$ cat src/rtl/jedro_1_regfile_mp.sv
// jedro_1_regfile_mp: multi-read-port register file with pending-write busy bits and a post-reset clear sweep.
// Optional same-cycle write-to-read forwarding is enabled by defining JEDRO_1_RF_BYPASS_EN.
module jedro_1_regfile_mp #(
    parameter int DATA_WIDTH     = 32,
    parameter int REG_ADDR_WIDTH = 5,
    parameter int NUM_RD_PORTS   = 2
) (
    input  logic                                   clk_i,
    input  logic                                   rstn_i,
    input  logic [NUM_RD_PORTS*REG_ADDR_WIDTH-1:0] rd_addr_i,
    output logic [NUM_RD_PORTS*DATA_WIDTH-1:0]     rd_data_o,
    output logic [NUM_RD_PORTS-1:0]                rd_busy_o,
    input  logic                                   wr_en_i,
    input  logic [REG_ADDR_WIDTH-1:0]              wr_addr_i,
    input  logic [DATA_WIDTH-1:0]                  wr_data_i,
    input  logic                                   rsv_en_i,
    input  logic [REG_ADDR_WIDTH-1:0]              rsv_addr_i,
    output logic                                   ready_o
);
    localparam int NUM_REGS = 2**REG_ADDR_WIDTH;
    localparam logic [0:0] S_INIT = 1'b0;
    localparam logic [0:0] S_RUN  = 1'b1;

    logic [0:0]                r_state;
    logic [REG_ADDR_WIDTH-1:0] r_cnt;
    logic [NUM_REGS-1:0]       r_busy;
    logic [DATA_WIDTH-1:0]     r_mem [NUM_REGS];
    logic                      w_run;
    logic                      w_wr;
    logic                      w_rsv;

    assign w_run   = r_state == S_RUN;
    assign w_wr    = w_run && wr_en_i && wr_addr_i != '0;
    assign w_rsv   = w_run && rsv_en_i && rsv_addr_i != '0;
    assign ready_o = w_run;

    always_ff @(posedge clk_i or negedge rstn_i) begin
        if (!rstn_i) begin
            r_state <= S_INIT;
            r_cnt   <= REG_ADDR_WIDTH'(1);
            r_busy  <= '0;
        end else if (!w_run) begin
            r_cnt <= r_cnt + 1'b1;
            if (r_cnt == REG_ADDR_WIDTH'(NUM_REGS-1)) r_state <= S_RUN;
        end else begin
            // reservation is applied last so it wins over a same-address write
            if (w_wr) r_busy[wr_addr_i] <= 1'b0;
            if (w_rsv) r_busy[rsv_addr_i] <= 1'b1;
        end
    end

    always_ff @(posedge clk_i) begin
        if (!w_run) r_mem[r_cnt] <= '0;
        else if (w_wr) r_mem[wr_addr_i] <= wr_data_i;
    end

    for (genvar k = 0; k < NUM_RD_PORTS; k++) begin : g_rd
        logic [REG_ADDR_WIDTH-1:0] w_addr;
        logic                      w_valid;
        assign w_addr  = rd_addr_i[k*REG_ADDR_WIDTH +: REG_ADDR_WIDTH];
        assign w_valid = w_run && w_addr != '0;
`ifdef JEDRO_1_RF_BYPASS_EN
        logic w_hit;
        assign w_hit = w_wr && wr_addr_i == w_addr;
        assign rd_data_o[k*DATA_WIDTH +: DATA_WIDTH] = !w_valid ? '0 : w_hit ? wr_data_i : r_mem[w_addr];
        assign rd_busy_o[k] = w_valid && (w_hit ? (w_rsv && rsv_addr_i == w_addr) : r_busy[w_addr]);
`else
        assign rd_data_o[k*DATA_WIDTH +: DATA_WIDTH] = w_valid ? r_mem[w_addr] : '0;
        assign rd_busy_o[k] = w_valid && r_busy[w_addr];
`endif
    end
endmodule

$ cat config.mk
export PLATFORM = sky130hd
export DESIGN_NAME = jedro_1_regfile_mp
export DESIGN_NICKNAME = d
export VERILOG_FILES = /design/src/rtl/jedro_1_regfile_mp.sv
export SDC_FILE = /design/constraint.sdc
export NUM_CORES = 1
export LEC_CHECK = 0
export BUFFER_PORTS_ARGS = -buffer_cell sky130_fd_sc_hd__buf_4
export CELL_PAD_IN_SITES_DETAIL_PLACEMENT = 0
export CELL_PAD_IN_SITES_GLOBAL_PLACEMENT = 1
export CORE_MARGIN = 2
export CORE_UTILIZATION = 30
export CTS_CLUSTER_DIAMETER = 200
export DETAILED_ROUTE_END_ITERATION = 10
export GPL_TIMING_DRIVEN = 0
export PLACE_DENSITY = 0.48
export RECOVER_POWER = 50
export SETUP_SLACK_MARGIN = 0.4
export SLEW_MARGIN = 20
export SYNTH_ARGS = -nofsm -noshare
export SYNTH_HDL_FRONTEND = slang
export SYNTH_SLANG_ARGS = --single-unit
$ cat constraint.sdc
create_clock -name clk_i -period 4.9 [get_ports clk_i]
set_input_delay 0.98 -clock clk_i [delete_from_list [all_inputs] [get_ports clk_i]]
set_output_delay 0.98 -clock clk_i [all_outputs]
set_load 0.01 [all_outputs]
==> results_dict.tcl <==
set metrics [dict create \
    status "finished with violations" \
    violations "max-capacitance violations, max-slew violations" \
    syn_area_um2 49980 \
    synthArstFlopShare_pct 3.578 \
    nNetsFinal 3499 \
    r2r-end "r_mem[23][17]$_DFFE_PP_" \
    switching_share_pct 25.57 \
    drv_cap 27 \
    hold_path_class "reg2reg" \
    seqCellArea_um2 31700 \
    yosysMostFrequentCell "edfxtp_1" \
    nFillCells 15640 \
    dp_cells 5497 \
    syn_nets 3104 \
    syn_inst 3046 \
    p_switching_mw 5.529 \
    vias 33840 \
    initial_core_util_pct 30.26 \
    synth.ff_latch_count 1062 \
    ys_top_cells_by_area "edfxtp_1, mux4_2, mux2i_1, a22oi_1, dfrtp_1" \
    die_x_um 412.2 \
    finalSetupTns_ps 0 \
    fmax_ghz 0.2145 \
    clockBufferDepth 3 \
    setup_viol 0 \
    globalRoute.totalOverflow 0 \
    pwr-share-seq_pct 46.6 \
    criticalPathCategory "reg2out" \
    ant_nets 0 \
    synth_top_area_share_pct 61.53 \
    core_area_um2 165200 \
    rows 149 \
    maxSlewHeadroom_pct -50.19 \
    antenna_found_initial 17 \
    cp.required_ps 3920 \
    synthDistinctLibCells 53 \
    min_from "r_busy[0]$_DFFE_PN0P_" \
    synth-edff-count 1024 \
    grt_pass1_wl_um 307100 \
    hold_viol 0 \
    area_growth_pct 21.19 \
    power.internal_mw 16.10 \
    cp-start-kind "flip-flop" \
    r2r-start "ready_o$_DFF_PN0_" \
    die-area_um2 169900 \
    cts_max_level 3 \
    seq_area_frac_synth_pct 63.43 \
    period_needed_ps 4662 \
    grt_pass1_vias 33500 \
    fin_total_pwr_mw 21.63 \
    worst-path-max-fanout 10 \
    postSynthAreaPerCell_um2 16.41 \
    critical_path.endpoint_type "primary output" \
    clkLatencyLatePin_ps 770 \
    final_cells 5745 \
    cts_root_buf "clkbuf_16" \
    cts_tree "built" \
    clock-sinks 1062 \
    viasPerCell 5.890 \
    pwr-share-comb_pct 10.6 \
    yosys_warnings 0 \
    worst_pin_slew_ps 2253 \
    die_h_um 412.2 \
    critPathCapture "rd_data_o[39]" \
    slew_viol_final 419 \
    p_per_area_nw_per_um2 357.1 \
    multi_input_area_um2 17630 \
    fin_crit_sh_pct 95.15 \
    yosys_most_used_dff "edfxtp_1" \
    rsz0062_at_grt "yes" \
    place_hpwl_um 176700 \
    worstPathArrival_ps 3680 \
    vdd_drop_max_mv 0.2883 \
    remaining_drc_errors 0 \
    gp_congestion 0.9435 \
    cts_hold_buffers 0 \
    first_pass_iters 5 \
    track_usage_pct 27.08 \
    routedWlPerCell_um 40.70 \
    grt_max_degree 39 \
    drt_iter0_markers 4517 \
    synth.top_cells.by_count "edfxtp_1, mux2i_1, a22oi_1, mux4_2, nand3_1" \
    holdPathStages 1 \
    reg2reg_depth 9 \
    numCtsBuffers 121 \
    io_pins 123 \
    synth_top_area_cell "edfxtp_1" \
    fin_worst_skew_ps 60.29 \
    finalWirelength_um 233800 \
    clkSlewWorstSetupHoldPaths_ps 60 \
    worstSetupStartpoint "ready_o$_DFF_PN0_" \
    port_buffers 118 \
    drive_above_1_share_pct 27.59 \
    regToRegSetupSlack_ps 310 \
    p_leak_nw 22.27 \
    clockPowerShare_pct 42.8 \
]
[cell type report]
type                       count  share of cell area (%)
clock inverter                83                   1.322
tap                         2189                   4.522
clock buffer                 144                   5.247
antenna                       11                 0.04545
sequential                  1062                   52.34
buffer                       244                   2.717
multi-input combinational   1738                   29.10
inverter                       2                 0.01239
timing repair buffer         272                   4.689
[worst min-delay path by stage]
stage | end | slack (ps)
floorplan | r_busy[0]$_DFFE_PN0P_ | 440
global placement | r_busy[0]$_DFFE_PN0P_ | 460
detailed placement | r_busy[0]$_DFFE_PN0P_ | 470
CTS | r_busy[9]$_DFFE_PN0P_ | 150
global route | r_busy[0]$_DFFE_PN0P_ | 510
finish | r_busy[0]$_DFFE_PN0P_ | 500
[through the flow]
step	utilization [%]	setup WS, ps	instance area (um2)	hold slack [ps]
6_report	36.67	237.7	60570	498.9
5_1_grt	36.65	228.4	60540	506.4
4_1_cts	37.03	286.1	61170	154.5
3_5_place_dp	34.06	-788.5	56270	474.5
3_3_place_gp	32.45	-3946	53600	456.9
2_1_floorplan	-	317.5	49980	441.3
[placed cells by master, fill, tap and decap left out, types with 5 or more instances in the layout]
master      instances
a21oi_1            58
a22o_1             31
a22oi_1           251
a22oi_2            24
a31oi_1             8
a31oi_2            13
a31oi_4            15
and2_0             25
and2_1              6
and2_2              8
and3_1             28
buf_12             16
buf_16             40
buf_2              56
buf_4             209
buf_6              28
buf_8               5
bufinv_16          14
clkbuf_1           90
clkbuf_16         126
clkbuf_2           65
clkbuf_4           22
clkinv_1           31
clkinv_2           27
clkinvlp_4          8
dfrtp_1            37
diode_2            11
edfxtp_1         1024
mux2i_1           535
mux4_2            262
nand2_1            79
nand3_1           143
nand3_2             5
nand4_1            70
nor2_1             29
nor2_4              6
nor2b_1            15
nor3_1             14
o21ai_0            58
[worst max-delay path, cell delays in order, from the launching register on]
cell,delay [ps]
dfrtp_1,520
buf_4,250
nand3_1,460
clkbuf_2,430
a21oi_1,190
nand3_1,430
nand4_1,430
buf_4,180
[sequential cells by signal, summed over array words and instances (netlist names)]
register	cells
r_mem	1024
r_cnt	5
r_busy	32
ready_o	1
[cells by family after synthesis]
family | Yosys count | share of synthesized area, %
simple gates | 456 | 4.834
xor+xnor | 3 | 0.05258
buf+inv | 246 | 2.489
flops | 1062 | 63.43
compound gates | 478 | 6.574
fa+ha+maj | 2 | 0.05006
mux | 799 | 22.57
[power groups by stage]
stage	clock [mW]	combinational, mW	sequential, mW
after CTS	9.37	2.29	10.1
after global routing	9.70	2.34	10.1
after floorplan	0	1.02	10.2
after global placement	0	2.08	10.3
after detailed placement	0	2.21	10.3
final	9.27	2.29	10.1
[layer usage]
layer  share of wire (%)  GRT usage [%]  routed length (um)  vias up
met2                  45          41.59              105000     1814
li1                    -              -                   -    13450
met4                 6.0          13.83               13940        4
met3                 7.8          4.783               18290      353
met5               0.062              0                 145        -
met1                  41          36.79               96380    18220
[what timing repair did]
item,in CTS,in global routing
endpoints found under the setup margin,66,17
gates cloned,0,0
pin swaps,9,6
resized for setup,238,27
setup buffers,8,2
No activity file was read; power rests on OpenSTA's default activity.
